**src/rtl/tetris_input_ctrl.sv**
```systemverilog
// Pushbutton conditioner for the Tetris game FSM: 2-FF sync, counter debounce and rise detect per button.
// Define TETRIS_INPUT_REPEAT_EN to build hold-to-repeat on down/left/right; otherwise every button fires once per press.
module tetris_input_ctrl #(
  parameter int DEBOUNCE_CYCLES = 20,
  parameter int REPEAT_DELAY    = 16,
  parameter int REPEAT_PERIOD   = 4
) (
  input  logic gm_clk,
  input  logic gm_rst_n,
  input  logic btn_down,
  input  logic btn_left,
  input  logic btn_right,
  input  logic btn_rotate,
  output logic down,
  output logic left,
  output logic right,
  output logic rotate
);

  localparam int NB = 4;
  localparam int CW = (DEBOUNCE_CYCLES > 1) ? $clog2(DEBOUNCE_CYCLES) : 1;
  localparam logic [CW-1:0] CNT_LAST = CW'(DEBOUNCE_CYCLES - 1);
  localparam logic [CW-1:0] CNT_ONE  = CW'(1);

  if ((DEBOUNCE_CYCLES < 1) || (REPEAT_DELAY < 2) || (REPEAT_PERIOD < 1)) begin : g_bad_params
    $error("tetris_input_ctrl: illegal timing parameters");
  end

  // Bit order everywhere: 0 down, 1 left, 2 right, 3 rotate
  logic [NB-1:0] btn_s;
  logic [NB-1:0] sync1_r;
  logic [NB-1:0] sync2_r;
  logic [NB-1:0] stable_r;
  logic [NB-1:0] stable_nxt_s;
  logic [NB-1:0] flip_s;
  logic [NB-1:0] rise_s;
  logic [NB-1:0] strobe_s;
  logic [2:0]    pulse_s;
  logic [CW-1:0] cnt_r [NB];

  assign btn_s = {btn_rotate, btn_right, btn_left, btn_down};

  // Two-flop synchronizer for the asynchronous pushbuttons
  always_ff @(posedge gm_clk or negedge gm_rst_n) begin
    if (!gm_rst_n) begin
      sync1_r <= {NB{1'b0}};
      sync2_r <= {NB{1'b0}};
    end else begin
      sync1_r <= btn_s;
      sync2_r <= sync1_r;
    end
  end

  // A button flips only after disagreeing with its stable level for DEBOUNCE_CYCLES edges
  always_comb begin
    flip_s = {NB{1'b0}};
    for (int i = 0; i < NB; i++) begin
      if ((sync2_r[i] != stable_r[i]) && (cnt_r[i] == CNT_LAST)) begin
        flip_s[i] = 1'b1;
      end else begin
        flip_s[i] = 1'b0;
      end
    end
    stable_nxt_s = stable_r ^ flip_s;
    rise_s       = flip_s & sync2_r;
  end

  // Debounce counters and stable levels
  always_ff @(posedge gm_clk or negedge gm_rst_n) begin
    if (!gm_rst_n) begin
      stable_r <= {NB{1'b0}};
      for (int i = 0; i < NB; i++) begin
        cnt_r[i] <= {CW{1'b0}};
      end
    end else begin
      stable_r <= stable_nxt_s;
      for (int i = 0; i < NB; i++) begin
        if ((sync2_r[i] == stable_r[i]) || flip_s[i]) begin
          cnt_r[i] <= {CW{1'b0}};
        end else begin
          cnt_r[i] <= cnt_r[i] + CNT_ONE;
        end
      end
    end
  end

`ifdef TETRIS_INPUT_REPEAT_EN
  localparam int RMAX = (REPEAT_DELAY > REPEAT_PERIOD) ? REPEAT_DELAY : REPEAT_PERIOD;
  localparam int TW   = $clog2(RMAX + 1);
  localparam logic [TW-1:0] T_DELAY  = TW'(REPEAT_DELAY);
  localparam logic [TW-1:0] T_PERIOD = TW'(REPEAT_PERIOD);
  localparam logic [TW-1:0] T_ONE    = TW'(1);
  localparam logic [TW-1:0] T_ZERO   = TW'(0);

  typedef enum logic [1:0] {
    ST_IDLE   = 2'd0,
    ST_DELAY  = 2'd1,
    ST_REPEAT = 2'd2
  } rep_state_e;

  rep_state_e    state_r     [3];
  rep_state_e    state_nxt_s [3];
  logic [TW-1:0] timer_r     [3];
  logic [TW-1:0] timer_nxt_s [3];

  // Repeat schedule: first pulse on press, then after REPEAT_DELAY, then every REPEAT_PERIOD
  always_comb begin
    for (int i = 0; i < 3; i++) begin
      state_nxt_s[i] = state_r[i];
      timer_nxt_s[i] = timer_r[i];
      pulse_s[i]     = 1'b0;
      case (state_r[i])
        ST_IDLE: begin
          if (rise_s[i]) begin
            pulse_s[i]     = 1'b1;
            timer_nxt_s[i] = T_ONE;
            state_nxt_s[i] = ST_DELAY;
          end else begin
            state_nxt_s[i] = ST_IDLE;
          end
        end
        ST_DELAY: begin
          if (!stable_r[i]) begin
            timer_nxt_s[i] = T_ZERO;
            state_nxt_s[i] = ST_IDLE;
          end else if (timer_r[i] == T_DELAY) begin
            pulse_s[i]     = 1'b1;
            timer_nxt_s[i] = T_ONE;
            state_nxt_s[i] = ST_REPEAT;
          end else begin
            timer_nxt_s[i] = timer_r[i] + T_ONE;
          end
        end
        ST_REPEAT: begin
          if (!stable_r[i]) begin
            timer_nxt_s[i] = T_ZERO;
            state_nxt_s[i] = ST_IDLE;
          end else if (timer_r[i] == T_PERIOD) begin
            pulse_s[i]     = 1'b1;
            timer_nxt_s[i] = T_ONE;
          end else begin
            timer_nxt_s[i] = timer_r[i] + T_ONE;
          end
        end
        default: begin
          timer_nxt_s[i] = T_ZERO;
          state_nxt_s[i] = ST_IDLE;
        end
      endcase
    end
  end

  // Repeat state and timer registers
  always_ff @(posedge gm_clk or negedge gm_rst_n) begin
    if (!gm_rst_n) begin
      for (int i = 0; i < 3; i++) begin
        state_r[i] <= ST_IDLE;
        timer_r[i] <= T_ZERO;
      end
    end else begin
      for (int i = 0; i < 3; i++) begin
        state_r[i] <= state_nxt_s[i];
        timer_r[i] <= timer_nxt_s[i];
      end
    end
  end
`else
  assign pulse_s = rise_s[2:0];
`endif

  // Left and right cancel each other while both are debounced-pressed
  always_comb begin
    strobe_s[0] = pulse_s[0];
    strobe_s[1] = pulse_s[1] & ~(stable_nxt_s[1] & stable_nxt_s[2]);
    strobe_s[2] = pulse_s[2] & ~(stable_nxt_s[1] & stable_nxt_s[2]);
    strobe_s[3] = rise_s[3];
  end

  // Registered strobe outputs
  always_ff @(posedge gm_clk or negedge gm_rst_n) begin
    if (!gm_rst_n) begin
      down   <= 1'b0;
      left   <= 1'b0;
      right  <= 1'b0;
      rotate <= 1'b0;
    end else begin
      down   <= strobe_s[0];
      left   <= strobe_s[1];
      right  <= strobe_s[2];
      rotate <= strobe_s[3];
    end
  end

endmodule

```
**config.mk**
```make
export PLATFORM = sky130hd
export DESIGN_NAME = tetris_input_ctrl
export DESIGN_NICKNAME = d
export VERILOG_FILES = /design/src/rtl/tetris_input_ctrl.sv
export SDC_FILE = /design/constraint.sdc
export NUM_CORES = 1
export LEC_CHECK = 0
export ABC_CLOCK_PERIOD_IN_PS = 1800
export CORE_MARGIN = 4
export CORE_UTILIZATION = 55
export CTS_BUF_LIST = sky130_fd_sc_hd__clkbuf_4 sky130_fd_sc_hd__clkbuf_8
export DETAILED_ROUTE_END_ITERATION = 10
export PLACE_DENSITY_LB_ADDON = 0.25
export RECOVER_POWER = 100
export SYNTH_ARGS = -nofsm -noshare
export SYNTH_HDL_FRONTEND = slang
export SYNTH_SLANG_ARGS = --single-unit
export TNS_END_PERCENT = 50
```
**constraint.sdc**
```tcl
create_clock -name gm_clk -period 1.8 [get_ports gm_clk]
set_input_delay 0.27 -clock gm_clk [delete_from_list [all_inputs] [get_ports gm_clk]]
set_output_delay 0.27 -clock gm_clk [all_outputs]
set_load 0.005 [all_outputs]
```
# Yosys cells after proc, flatten, opt, wreduce, memory -nomap -nowiden
# Cells that the tools add are included.
# W data, S select, Z words.
# op_classes
n_bitwise,6
add_sub_neg,4
n_mux,8
order_cmp,0
n_eq_ne,12
n_shift,0
multipliers,0
n_div,0
n_reduce_logical,8
# ops
operator,n
$add A5 B1 Y5 const B,4
$eq A5 B5 Y1 const B,4
$mux W5,4
$and A4 B4 Y4,1
$eq A1 B1 Y1,4
$logic_and A1 B1 Y1,4
$logic_or A1 B1 Y1,4
$mux W1,4
$ne A1 B1 Y1,4
$xor A4 B4 Y4,1
$and A1 B1 Y1,3
$not A1 Y1,1
# word_totals
out_inout_bits,4
ff_bits,36
mem_bits_ro,0
n_memories,0
ramBits,0
input_bits,6
latchBits,0

# Logic depth before layout (Yosys ltp)
# depth
depth_word,7
mapped_depth,4
depth_no_buf,4

# Least setup slack after synthesis
# No wires, ideal clock.
# synth_timing
kind,reg-to-reg
startpoint,register cnt_r[5] (netlist bit)
endpoint,register left
slack_ns,0.540
stages_incl_launch_ff,5
setup_time_ns,0.069
path_buffers,0
synth_period_minus_slack_ns,1.260
arrival_time_ns,1.191
path_cell_list,dfrtp_1 -> ha_1 -> and4bb_4 -> mux2_4 -> nor2_2
# synth_between
elab_chain_cells,7
# synth_rtl
element,line_no,source
from (decl),39,logic [CW-1:0] cnt_r [NB];
"from (signal, indexed assignment)",73,cnt_r[i] <= {CW{1'b0}};
"from (signal, indexed assignment)",79,cnt_r[i] <= {CW{1'b0}};
"from (signal, indexed assignment)",81,cnt_r[i] <= cnt_r[i] + CNT_ONE;
$eq A5 B5 Y1,58,if ((sync2_r[i] != stable_r[i]) && (cnt_r[i] == CNT_LAST)) begin
$logic_and A1 B1 Y1,58,
$mux W1,58,
$xor A4 B4 Y4,64,stable_nxt_s = stable_r ^ flip_s;
via stable_nxt_s[2],34,logic [NB-1:0] stable_nxt_s;
$and A1 B1 Y1,174,strobe_s[1] = pulse_s[1] & ~(stable_nxt_s[1] & stable_nxt_s[2]);
$not A1 Y1,174,
$and A1 B1 Y1,174,
via strobe_s[1],37,logic [NB-1:0] strobe_s;
to (signal assigned),188,left <= strobe_s[1];
to (decl),15,"output logic left,"
# The timed path passes the listed nets, and every way through them passes these cells.

# Final worst setup path
# layout_timing
startpoint,register rotate
endpoint,output port rotate
# layout_rtl
element,line_no,source
from (decl),17,output logic rotate
from (signal assigned),190,rotate <= strobe_s[3];
# No word-level cell between the ends.

==> out/metrics.yaml <==
setup_path:
  reg2reg_from: "cnt_r[5]"
  worstSetupPathType: "reg -> out"
  critical_path.top_delay_family: "buffers and inverters"
  cp_max_fo: 1
  reg2reg_setup_slack_ns: 0.44
  critPathArrivalTime_ns: 1.27
  path_buf_inv: 1
  cp-start-kind: "register"
  path_cells: "dlygate4sd3_1"
  critPathCapture: "rotate"
  endpoint_kind: "output pin"
  regToRegEndpoint: "left"
  worstPathRequired_ns: 1.53
  path_depth: 1
  r2r_cells: 4
  cp-startpoint: "rotate"
  critPathSlowestCell: "dlygate4sd3_1"
  max_stage_delay_ns: 0.57
cts:
  clk_pin_slew_ns: 0.10
  clkLatencyLatePin_ns: 0.33
  cts_hold_buf: 0
  cts_tree: "built"
  cts_sinks: 36
  cts_buffers: 5
  h-tree-depth: 2
  clock_tree.buffer_depth: 2
  post_cts_buffers: 0
  cts_root_buf: "clkbuf_4"
  ctsResizeCount: 0
grt:
  grt_pass1_wl_um: 3500
  grt_pass1_vias: 825
  grt_util_all_layers: 0.141
  grt_remaining_overflow: 0
  grt_max_degree: 37
  antenna_found_initial: 0
detailed_routing:
  drtPass1Iterations: 4
  final_antenna_net_count: 0
  viasPerCell: 5.15
  routedWlPerCell_um: 12.8
  drc_errors: 0
  via_count: 773
  drt-initial-drc-count: 9
  wirelength_um: 1920
sta:
  min_period_ns: 1.54
  slew_viol_final: 0
  slew_headroom: 0.450
  rsz0062_at_grt: "false"
  post-route-period-util: 0.857
  worst_slew_pin_slew_ns: 0.825
  skew_ns: 0.00896
  hold_viol: 0
  setup_tns_ns: 0
  setup_viol: 0
  fmax_mhz: 649
pwr:
  p_total_mw: 1.49
  ir_worst_vdd_v: 0.000939
  power.leakage_nw: 0.781
  power_density_mw_per_mm2: 935
logic_synthesis:
  seq_area_frac_synth: 0.650
  synth_cells: 104
  yosys_warnings: 0
  ys_seq_elements: 36
  synth.avg_cell_area_um2: 13.3
  syn_nets: 114
  ys_types: 17
  netlist_area_mm2: 0.00139
floorplan:
  dieArea_mm2: 0.00339
  start_util: 0.603
  num_io_pins: 10
  die_x_um: 58.2
  core-area_mm2: 0.00230
  rows: 17
  die_y_um: 58.2
placement:
  dp_hpwl_um: 1390
  port_buffers: 9
  gp_congestion: 0.703
  placed_cell_area_mm2: 0.00152
finish:
  antennaDiodeCount: 0
  final.fill_count: 165
  multi_input_area_um2: 470
  drive_gt1_frac: 0.115
  fin_nets: 131
  seq_area_um2: 901
  area.growth.synth_to_final_pct: 14.6
  final_cell_area_mm2: 0.00159
run:
  timing.max_cap.violations: 0
worst_hold_path:
  hp-class: "reg -> reg"
run_status:
  status: "finished, final reports clean"
[cells in the mapped netlist]
cell type | count | area (µm²)
nor3b_1 | 2 | 15.0
ha_1 | 4 | 50.1
nor2_1 | 19 | 71.3
nand3_1 | 8 | 40.0
xor2_1 | 12 | 105
and3_1 | 2 | 12.5
nand3b_1 | 2 | 15.0
nor2_2 | 1 | 6.26
dfrtp_1 | 36 | 901
nand2b_1 | 2 | 12.5
nand2_1 | 2 | 7.51
and4bb_4 | 2 | 32.5
inv_1 | 2 | 7.51
mux2_2 | 2 | 22.5
xnor2_1 | 4 | 35.0
mux2_4 | 2 | 30.0
nand4bb_1 | 2 | 22.5
[per-stage QoR]
| stage | util | hold WS [ns] | cells | worst slack [ns] |
|---|---|---|---|---|
| 6_report | 0.692 | 0.363 | 150 | 0.258 |
| 5_1_grt | 0.692 | 0.374 | 150 | 0.199 |
| 4_1_cts | 0.696 | 0.338 | 150 | 0.339 |
| 3_5_place_dp | 0.661 | 0.341 | 142 | 0.484 |
| 3_3_place_gp | 0.661 | 0.333 | 142 | 0.522 |
| 2_1_floorplan | - | -0.0256 | 104 | 0.540 |
[flip-flops by register name (all words and copies together), names as in the netlist, named ones only]
register  flops
down          1
rotate        1
stable_r      2
cnt_r        20
sync2_r       4
right         1
sync1_r       4
left          1
[cells by family (layout without fill, tap and decap cells)]
kind of cell	count (synthesis)	in the layout	synth area share
AND/OR/NAND/NOR	42	42	0.170
buffers and inverters	2	20	0.00542
multiplexers	4	4	0.0379
flip-flops	36	36	0.650
adder cells (fa/ha/maj)	4	4	0.0361
XOR/XNOR	16	16	0.101
[worst min path at each step]
stage	from	to	slack [ns]	depth (start not counted)
3_5_place_dp	sync1_r[2]	sync2_r[2]	0.34	0
6_report	sync1_r[3]	sync2_r[3]	0.36	0
4_1_cts	gm_rst_n	cnt_r[18]	0.34	2
5_1_grt	sync1_r[2]	sync2_r[2]	0.37	0
3_3_place_gp	sync1_r[1]	sync2_r[1]	0.33	0
2_1_floorplan	gm_rst_n	async pin	-0.03	0
[placed cells by master, fill, tap and decap left out]
cell	Yosys	layout
dfrtp_1	36	36
nor2_1	19	19
xor2_1	12	12
dlygate4sd3_1	0	9
nand3_1	8	8
clkbuf_4	0	5
xnor2_1	4	4
ha_1	4	4
and4bb_4	2	2
nand2b_1	2	2
inv_1	2	2
nand4bb_1	2	2
nor3b_1	2	2
mux2_1	0	2
nand2_1	2	2
and3_1	2	2
nand3b_1	2	2
mux2_2	2	2
nor2_2	1	1
bufinv_16	0	1
clkinv_2	0	1
clkinvlp_4	0	1
clkbuf_2	0	1
[layer usage]
layer	vias to the layer above	routed length [µm]	GRT usage
met3	5	90	0.0490
met5	-	0	0
li1	383	-	-
met2	14	910	0.216
met4	0	35	0.0695
met1	371	887	0.177
[cell type report]
cell class / instances / area share
clock buffer: 5 / 0.0236
inverter: 2 / 0.00472
multi-input combinational: 66 / 0.296
sequential: 36 / 0.567
tap: 28 / 0.0220
timing repair buffer: 10 / 0.0598
clock inverter: 3 / 0.0268
[report_power, final]
group          leakage (nW)  switching, mW  internal (mW)
registers             0.474         0.0223          0.839
clock network        0.0412          0.260          0.289
logic                 0.265         0.0420         0.0338
Power figures use the tool's default switching activity.
